--- config.mk ---
export PLATFORM = sky130hd
export DESIGN_NAME = uart_frame_rx
export DESIGN_NICKNAME = d
export VERILOG_FILES = /design/src/rtl/uart_frame_rx.sv
export SDC_FILE = /design/constraint.sdc
export NUM_CORES = 1
export LEC_CHECK = 0
export CORE_ASPECT_RATIO = 1.2
export CORE_MARGIN = 2
export CORE_UTILIZATION = 54
export DETAILED_ROUTE_END_ITERATION = 7
export PLACE_DENSITY = 0.84
export SETUP_SLACK_MARGIN = 0.2
export SLEW_MARGIN = 20
export SYNTH_ARGS = -nofsm -noshare
export SYNTH_HDL_FRONTEND = slang
export SYNTH_SLANG_ARGS = --single-unit
--- constraint.sdc ---
create_clock -name clk -period 7.22 [get_ports clk]
set_clock_uncertainty 0.1 [all_clocks]
set_input_delay 1.083 -clock clk [delete_from_list [all_inputs] [get_ports clk]]
set_output_delay 1.083 -clock clk [all_outputs]
set_load 0.01 [all_outputs]
--- src/rtl/uart_frame_rx.sv ---
// Framed command decoder: SOF | CMD | LEN | PAYLOAD[LEN] | CHK with XOR checksum.
// Good frames are copied from a staging buffer to the frame_* outputs with a one-cycle strobe.
module uart_frame_rx #(
    parameter logic [7:0] SOF         = 8'hA5,
    parameter int         MAX_LEN     = 4,
    parameter int         TIMEOUT_CYC = 200000,
    localparam int        LEN_W       = $clog2(MAX_LEN + 1),
    localparam int        TMR_W       = $clog2(TIMEOUT_CYC + 1)
) (
    input  logic                   clk,
    input  logic                   rst,
    input  logic [7:0]             rx_data,
    input  logic                   rx_valid,
    output logic                   frame_valid,
    output logic [7:0]             frame_cmd,
    output logic [LEN_W-1:0]       frame_len,
    output logic [MAX_LEN*8-1:0]   frame_payload,
    output logic                   err_chk,
    output logic                   err_len,
    output logic                   err_timeout,
    output logic                   busy
);

    typedef enum logic [2:0] {S_IDLE, S_CMD, S_LEN, S_PAYLOAD, S_CHK} state_t;

    state_t                    state_q, state_d;
    logic [TMR_W-1:0]          tmr_q;
    logic [7:0]                chk_q;
    logic [7:0]                cmd_q;
    logic [LEN_W-1:0]          len_q;
    logic [LEN_W-1:0]          idx_q;
    logic [MAX_LEN-1:0][7:0]   stage_q;

    logic tmr_expired;
    logic good, bad_chk, bad_len, tmo;

    assign tmr_expired = (state_q != S_IDLE) && (tmr_q == TMR_W'(TIMEOUT_CYC - 1));
    assign busy        = (state_q != S_IDLE);

    always_ff @(posedge clk or posedge rst) begin
        if (rst) state_q <= S_IDLE;
        else     state_q <= state_d;
    end

    // A byte arriving on the expiry cycle takes priority over the timeout.
    always_comb begin
        state_d = state_q;
        good    = 1'b0;
        bad_chk = 1'b0;
        bad_len = 1'b0;
        tmo     = 1'b0;
        if (rx_valid) begin
            case (state_q)
                S_IDLE:    if (rx_data == SOF) state_d = S_CMD;
                S_CMD:     state_d = S_LEN;
                S_LEN: begin
                    if (rx_data == 8'h00) begin
                        state_d = S_CHK;
                    end else if (32'(rx_data) > MAX_LEN) begin
                        bad_len = 1'b1;
                        state_d = S_IDLE;
                    end else begin
                        state_d = S_PAYLOAD;
                    end
                end
                S_PAYLOAD: if (idx_q == len_q - LEN_W'(1)) state_d = S_CHK;
                S_CHK: begin
                    if (rx_data == chk_q) good = 1'b1;
                    else                  bad_chk = 1'b1;
                    state_d = S_IDLE;
                end
                default:   state_d = S_IDLE;
            endcase
        end else if (tmr_expired) begin
            tmo     = 1'b1;
            state_d = S_IDLE;
        end
    end

    always_ff @(posedge clk or posedge rst) begin
        if (rst) begin
            tmr_q         <= '0;
            chk_q         <= '0;
            cmd_q         <= '0;
            len_q         <= '0;
            idx_q         <= '0;
            stage_q       <= '0;
            frame_valid   <= 1'b0;
            frame_cmd     <= '0;
            frame_len     <= '0;
            frame_payload <= '0;
            err_chk       <= 1'b0;
            err_len       <= 1'b0;
            err_timeout   <= 1'b0;
        end else begin
            frame_valid <= good;
            err_chk     <= bad_chk;
            err_len     <= bad_len;
            err_timeout <= tmo;

            if (rx_valid || state_q == S_IDLE) tmr_q <= '0;
            else                               tmr_q <= tmr_q + TMR_W'(1);

            if (rx_valid) begin
                case (state_q)
                    S_IDLE: if (rx_data == SOF) stage_q <= '0;
                    S_CMD: begin
                        cmd_q <= rx_data;
                        chk_q <= rx_data;
                    end
                    S_LEN: begin
                        chk_q <= chk_q ^ rx_data;
                        len_q <= rx_data[LEN_W-1:0];
                        idx_q <= '0;
                    end
                    S_PAYLOAD: begin
                        chk_q <= chk_q ^ rx_data;
                        idx_q <= idx_q + LEN_W'(1);
                        for (int i = 0; i < MAX_LEN; i++)
                            if (idx_q == LEN_W'(i)) stage_q[i] <= rx_data;
                    end
                    default: ;
                endcase
            end

            if (good) begin
                frame_cmd     <= cmd_q;
                frame_len     <= len_q;
                frame_payload <= stage_q;
            end
        end
    end

endmodule
==> PnR_summary.wiki, run 1 <==
{| class="wikitable"
! Metric !! Value
|-
| Number of primary I/O pins || 59
|-
| Cell count after synthesis || 433
|-
| Detailed Route WL || approximately 11 mm
|-
| Setup TNS Final || 0 ps
|-
| Distinct cell type count after synthesis || 49
|-
| Average wire per cell in the routed design || ~18 um
|-
| Row count || 39
|-
| Setup Fix Bufs, Post-CTS || 0
|-
| Setup repair after global routing missed its margin || no
|-
| Synthesis-stage register bit count || 122
|-
| Power density cells || 318 nW/um2
|-
| Average instance area after synthesis || 12.4 um2
|-
| Cell-by-cell trace of the critical path || nor3_1 > inv_1 > clkdlybuf4s50_1
|-
| DP Wirelength || roughly 7.3 mm
|-
| Number of instances in the placed design || a little over 600
|-
| Critical path startpoint || state_q[0]
|-
| Antenna violations before repair || 0
|-
| Share of synthesized flip-flops with an asynchronous set or reset || 100%
|-
| Endpoint type of the worst setup path || output port
|-
| Number of CTS-inserted buffers || 17
|-
| Overflow left after global routing || 0
|-
| Post-cts hold buffer count || 0
|-
| Total routing resource utilization after global routing || 23.0%
|-
| Top library cells by usage in the layout, fill and taps aside || sky130_fd_sc_hd__dfrtp_1 (122), sky130_fd_sc_hd__mux2_2 (80), sky130_fd_sc_hd__nand2_1 (59)
|-
| Post-synthesis cell area || 5360 um2
|-
| Most common library cell in the layout ignoring fill and taps || sky130_fd_sc_hd__dfrtp_1
|-
| CP startpoint kind || flop
|-
| Total count of max-transition violations in the final report || 0
|-
| Worst-case headroom to the max-slew limit || between 30% and 40%
|-
| Die span in y || 113 um
|-
| Number of H-tree levels || 4
|-
| Antenna Cells || 0
|-
| Number of buffers and inverters on the critical path || 2
|-
| Final worst path period need || 3320 ps
|-
| Measured slew at the worst slew-check pin || 974 ps
|-
| Number of optimization iterations in the first detailed-route pass || 5
|-
| Resize count post-CTS || 0
|-
| Filler cell count || roughly 660
|-
| Critical path depth in cells || 3
|-
| ANT nets after route || 0
|-
| Slack of the worst reg-to-reg path || ~4900 ps
|-
| Cell type of the slowest stage on the worst timing path || sky130_fd_sc_hd__dfrtp_1
|-
| Portion of the post-synthesis area used by sequential elements || 57.0%
|-
| Via-per-instance ratio || between 5 and 6
|-
| DR DRC count || 0
|-
| Number of setup violations in the final report || 0
|-
| Skew-Pair Late Insertion Delay || 420 ps
|-
| Total core area || 9610 um2
|-
| Wire length of the first global-routing pass || about 19 mm
|-
| Area of the multi-input gates || between 2000 and 2500 um2
|-
| Largest driver fanout on the critical path || 16
|-
| Largest net degree at the start of global routing || 81
|-
| Effective utilization at floorplan || ~56%
|-
| Chip width || 95.0 um
|-
| Setup WS pre-CTS || 3750 ps
|-
| Count of port buffers added during placement || 58
|-
| PnR worst setup slack || 3900 ps
|-
| Outcome || complete, no violations
|-
| Count of non-filler cells in the finished layout || 635
|-
| Cell type group with the largest total delay on the critical path || buffers and inverters
|-
| Sequential cell area || about 3100 um2
|-
| Total count of hold-check failures in the final report || 0
|-
| Capture point of the worst path || busy
|-
| Worst reg2reg path startpoint || state_q[0]
|-
| Number of max-cap violations || 0
|-
| DIE AREA || 10700 um2
|-
| Final critical-path share of the clock period || 45.9%
|-
| IR drop worst, VDD || 197 uV
|-
| Register clock-pin slew on the reported worst setup and hold paths || 50 ps
|-
| Critical setup path kind || flop to output port
|-
| Vias in the first global route || 3740
|-
| Synthesized netlist net count || 451
|-
| Reg2Reg Depth || 4
|-
| Timing-limited maximum frequency || 301 MHz
|-
| Clock tree root driver cell || sky130_fd_sc_hd__clkbuf_16
|-
| Worst Path Arrival || around 2100 ps
|-
| Leakage || 3.13 nW
|-
| Delay contributed by the slowest stage of the critical path || 560 ps
|-
| TritonCTS clock tree || built
|-
| Reg-to-reg critical path endpoint || stage_q[14]
|-
| Maximum count of clock buffers along a single path || 2
|-
| Area delta synth->final || 24.4%
|-
| Critical path data required time || roughly 6000 ps
|-
| Class of the most critical hold timing path || flop to flop
|-
| Final Total Pwr || 2.12 mW
|-
| EDFF count, synth || 0
|-
| Number of warnings printed during yosys synthesis || 0
|-
| Leading register cell type out of synthesis || sky130_fd_sc_hd__dfrtp_1
|-
| Ratio of cells with drive above 1 in the final layout || roughly a quarter
|-
| TritonCTS Sinks || approximately 120
|-
| Vias || roughly 3600
|-
| Final-stage net count || 518
|-
| Worst Hold Slack || between 300 and 400 ps
|-
| Global placement routability congestion || 0.794
|-
| Number of design-rule violations left by the first detailed-router iteration || 118
|}
## final cells by class
type	count	share of cell area, %
Sequential cell	122	45.8
Multi-Input combinational cell	287	32.9
Timing Repair Buffer	61	9.04
Clock buffer	17	6.38
Clock inverter	14	2.95
Tap cell	123	2.31
Inverter	11	0.657
## flip-flops by register name, summed over array words and instances (netlist names)
register,cells
idx_q,3
frame_valid,1
len_q,3
err_len,1
stage_q,32
frame_cmd,8
tmr_q,18
frame_payload,32
err_timeout,1
frame_len,3
err_chk,1
state_q,3
cmd_q,8
chk_q,8
## worst min path at each step
stage                   from        to  slack (ps)  cells after the start
global route        tmr_q[0]  tmr_q[0]         400                      1
detailed placement  tmr_q[0]  tmr_q[0]         360                      1
floorplan           tmr_q[0]  tmr_q[0]         320                      1
finish              tmr_q[0]  tmr_q[0]         360                      1
CTS                 tmr_q[0]  tmr_q[0]         370                      1
global placement    tmr_q[0]  tmr_q[0]         340                      1
## cell families after synthesis
logic type / synth area share, %
AND/OR/NAND/NOR: 13.5
adder cells (fa/ha/maj): 1.63
buffers and inverters: 2.19
multiplexers: 16.8
AO/OA/AOI/OAI: 3.76
flip-flops: 57.0
XOR/XNOR: 5.18
## layer usage
| metal | share of wire [%] | vias to the layer above | GRT usage [%] |
|---|---|---|---|
| met5 | 0 | - | 0 |
| met4 | 1.6 | 0 | 8.21 |
| met3 | 3.7 | 18 | 4.79 |
| met2 | 51 | 100 | 37.9 |
| met1 | 43 | 1825 | 30.1 |
| li1 | - | 1640 | - |
## cells in the mapped netlist, types with 4 or more instances
cell type | n | area [um2]
sky130_fd_sc_hd__and2_1 | 5 | 31.3
sky130_fd_sc_hd__nor2_1 | 21 | 78.8
sky130_fd_sc_hd__buf_2 | 4 | 20.0
sky130_fd_sc_hd__nand3_1 | 6 | 30.0
sky130_fd_sc_hd__nand4_1 | 7 | 43.8
sky130_fd_sc_hd__inv_1 | 11 | 41.3
sky130_fd_sc_hd__and3_1 | 4 | 25.0
sky130_fd_sc_hd__xnor2_1 | 7 | 61.3
sky130_fd_sc_hd__a21oi_1 | 5 | 25.0
sky130_fd_sc_hd__xor2_1 | 22 | 193
sky130_fd_sc_hd__clkbuf_1 | 5 | 18.8
sky130_fd_sc_hd__mux2_2 | 80 | 901
sky130_fd_sc_hd__dfrtp_1 | 122 | 3050
sky130_fd_sc_hd__nor3_1 | 7 | 35.0
sky130_fd_sc_hd__or3_1 | 4 | 25.0
sky130_fd_sc_hd__o21ai_0 | 7 | 35.0
sky130_fd_sc_hd__or4_1 | 4 | 30.0
sky130_fd_sc_hd__nand2_1 | 59 | 221
sky130_fd_sc_hd__ha_1 | 7 | 87.6
sky130_fd_sc_hd__and2_2 | 5 | 37.5
## through the flow
step / cell area [um2] / utilization [%]
floorplan: 5360 / -
global placement: 6040 / 62.9
detailed placement: 6040 / 62.9
CTS: 6670 / 69.3
global route: 6670 / 69.4
finish: 6670 / 69.4
## where the power goes
part / total [mW] / internal, mW / leakage [nW] / switching, mW
registers: 0.872 / 0.784 / 1.67 / 0.0879
logic: 0.361 / 0.161 / 1.17 / 0.200
clock network: 0.888 / 0.577 / 0.296 / 0.311
total: 2.12 / 1.52 / 3.13 / 0.599
Power figures use the tool's default switching activity.
==> run 2, diff against run 1 <==
--- a/config.mk
+++ b/config.mk
@@ -7,9 +7,9 @@
 export LEC_CHECK = 0
 export CORE_ASPECT_RATIO = 1.2
 export CORE_MARGIN = 2
-export CORE_UTILIZATION = 54
+export CORE_UTILIZATION = 51
 export DETAILED_ROUTE_END_ITERATION = 7
-export PLACE_DENSITY = 0.84
+export PLACE_DENSITY = 0.83
 export SETUP_SLACK_MARGIN = 0.2
 export SLEW_MARGIN = 20
 export SYNTH_ARGS = -nofsm -noshare
==> constraint.sdc (replaced) <==
create_clock -name clk -period 3.05 [get_ports clk]
set_clock_uncertainty 0.1 [all_clocks]
set_input_delay 0.4575 -clock clk [delete_from_list [all_inputs] [get_ports clk]]
set_output_delay 0.4575 -clock clk [all_outputs]
set_load 0.01 [all_outputs]
==> PnR_summary.wiki, run 2 (synthesis results as in run 1) <==
{| class="wikitable"
! Metric !! Value
|-
| Number of max-cap violations || 0
|-
| Largest driver fanout on the critical path || 16
|-
| Area delta synth->final || 24.3%
|-
| Maximum count of clock buffers along a single path || 2
|-
| Switching share of total power || between 20% and 30%
|-
| PnR worst setup slack || 379 ps
|-
| Final-stage net count || 522
|-
| Hold Startpoint || tmr_q[0]
|-
| Most common library cell in the layout ignoring fill and taps || sky130_fd_sc_hd__dfrtp_1
|-
| Total count of hold-check failures in the final report || 0
|-
| Final critical-path share of the clock period || just under 90%
|-
| Cell type of the slowest stage on the worst timing path || sky130_fd_sc_hd__dfrtp_1
|-
| Setup TNS Final || 0 ps
|-
| Capture endpoint of the worst hold path || tmr_q[0]
|-
| Power share of the combinational group || 17.5%
|-
| Timing-limited maximum frequency || roughly 370 MHz
|-
| Average wire per cell in the routed design || 17.2 um
|-
| Setup Fix Bufs, Post-CTS || 0
|-
| Share of total power in the clock network || between 30% and 40%
|-
| Vias in the first global route || about 3800
|-
| Chip width || ~100 um
|-
| Int Pwr || approximately 3.5 mW
|-
| Critical path data required time || 2490 ps
|-
| Reg2Reg Depth || 4
|-
| Cell type group with the largest total delay on the critical path || buffers and inverters
|-
| Resize count post-CTS || 0
|-
| Antenna violations before repair || 0
|-
| Sequential Power Share || between 40% and 50%
|-
| Reg-to-reg critical path endpoint || stage_q[14]
|-
| Via-per-instance ratio || 5.50
|-
| Number of H-tree levels || 4
|-
| Number of primary I/O pins || slightly below 60
|-
| Final worst path period need || 2670 ps
|-
| ANT nets after route || 0
|-
| Setup WS pre-CTS || around 310 ps
|-
| Count of port buffers added during placement || 58
|-
| Worst reg2reg path startpoint || state_q[0]
|-
| Number of design-rule violations left by the first detailed-router iteration || 178
|-
| Leakage || 3.14 nW
|-
| Vias || between 3000 and 4000
|-
| Class of the most critical hold timing path || flop to flop
|-
| Die span in y || 116 um
|-
| Antenna Cells || 0
|-
| Top library cells by usage in the layout, fill and taps aside || sky130_fd_sc_hd__dfrtp_1 (122), sky130_fd_sc_hd__mux2_2 (80), sky130_fd_sc_hd__nand2_1 (59)
|-
| Switching power of the nets || 1.29 mW
|-
| Row count || 41
|-
| Detailed Route WL || 11.0 mm
|-
| Worst Hold Depth || 1
|-
| Worst Path Arrival || 2110 ps
|-
| Measured slew at the worst slew-check pin || between 600 and 700 ps
|-
| Endpoint type of the worst setup path || output port
|-
| Largest registers || frame_payload x32, stage_q x32, tmr_q x18
|-
| Total routing resource utilization after global routing || 21.0%
|-
| Overflow left after global routing || 0
|-
| TritonCTS Sinks || approximately 120
|-
| Global placement routability congestion || 0.816
|-
| Number of CTS-inserted buffers || 17
|-
| Effective utilization at floorplan || 51.7%
|-
| DIE AREA || 11300 um2
|-
| DP Wirelength || 7.32 mm
|-
| Number of setup violations in the final report || 0
|-
| CP startpoint kind || flop
|-
| Register clock-pin slew on the reported worst setup and hold paths || about 50 ps
|-
| Post-cts hold buffer count || 0
|-
| Largest net degree at the start of global routing || 123
|-
| Number of optimization iterations in the first detailed-route pass || 4
|-
| IR drop worst, VDD || 406 uV
|-
| Critical setup path kind || flop to output port
|-
| Clock tree root driver cell || sky130_fd_sc_hd__clkbuf_16
|-
| Number of buffers and inverters on the critical path || 2
|-
| Slack of the worst reg-to-reg path || around 700 ps
|-
| Filler cell count || 787
|-
| Total count of max-transition violations in the final report || 0
|-
| Ratio of cells with drive above 1 in the final layout || between 20 and 25%
|-
| DR DRC count || 0
|-
| TritonCTS clock tree || built
|-
| Power density cells || roughly 720 nW/um2
|-
| Total core area || 10400 um2
|-
| Cell-by-cell trace of the critical path || nor3_1 > inv_1 > clkdlybuf4s50_1
|-
| Worst-case headroom to the max-slew limit || 58.3%
|-
| Skew-Pair Late Insertion Delay || 410 ps
|-
| Wire length of the first global-routing pass || between 15 and 20 mm
|-
| Delay contributed by the slowest stage of the critical path || 540 ps
|-
| Setup repair after global routing missed its margin || no
|-
| Outcome || complete, no violations
|}
[run 2: cell types whose count changed in the layout (fill, tap and decap cells not counted)]
cell	previous run	this run
sky130_fd_sc_hd__bufinv_16	4	2
sky130_fd_sc_hd__inv_6	2	0
sky130_fd_sc_hd__inv_4	1	0
sky130_fd_sc_hd__nor3b_2	1	0
sky130_fd_sc_hd__clkinv_4	3	0
sky130_fd_sc_hd__clkinvlp_4	3	1
sky130_fd_sc_hd__clkbuf_1	0	4
sky130_fd_sc_hd__nor3b_1	0	1
sky130_fd_sc_hd__clkinv_2	2	0
sky130_fd_sc_hd__buf_12	0	1
sky130_fd_sc_hd__buf_4	3	6
sky130_fd_sc_hd__clkbuf_8	0	5
[run 2: how the worst max path moves through the flow]
| stage | startpoint | to | cells after the start |
|---|---|---|---|
| 2_1_floorplan | rx_data[6] | stage_q[10] | 4 |
| 6_report | state_q[0] | busy | 3 |
| 5_1_grt | state_q[0] | busy | 3 |
| 3_5_place_dp | rx_data[6] | stage_q[13] | 5 |
| 3_3_place_gp | rx_data[6] | stage_q[9] | 5 |
| 4_1_cts | state_q[0] | busy | 3 |
[run 2: area by class of cell]
cell class | count | area [um2] | area share [%]
sequential | 122 | 3050 | 45.8
multi-input combinational | 287 | 2190 | 32.9
timing repair buffer | 65 | 646 | 9.69
clock buffer | 26 | 509 | 7.64
tap | 129 | 161 | 2.42
clock inverter | 2 | 60.1 | 0.901
inverter | 11 | 45.0 | 0.676
[run 2: power groups by stage]
stage                     logic (mW)  registers [mW]  clock network, mW
final                          0.845            2.06               1.93
after global routing           0.950            2.09               2.03
after CTS                      0.856            2.06               1.95
after detailed placement       0.836            2.08                  0
after global placement         0.797            2.06                  0
after floorplan                0.673            1.99                  0
[run 2: per-layer routing]
metal  vias to the layer above  global-route usage [%]  part of all wire, %
met3                        12                    5.75                  3.0
met1                      1800                    24.8                   41
li1                       1647                       -                    -
met4                         0                    8.89                  1.5
met5                         -                       0                    0
met2                        75                    36.8                   54
[run 2: metrics by stage]
step | hold WS, ps | util (%) | std cells | power [mW] | instance area, um2
2_1_floorplan | 324 | - | 433 | 2.67 | 5360
3_3_place_gp | 334 | 58.8 | 614 | 2.86 | 6090
3_5_place_dp | 343 | 58.8 | 614 | 2.91 | 6090
4_1_cts | 349 | 64.3 | 642 | 4.87 | 6660
5_1_grt | 399 | 64.3 | 642 | 5.08 | 6660
6_report | 350 | 64.3 | 642 | 4.83 | 6660
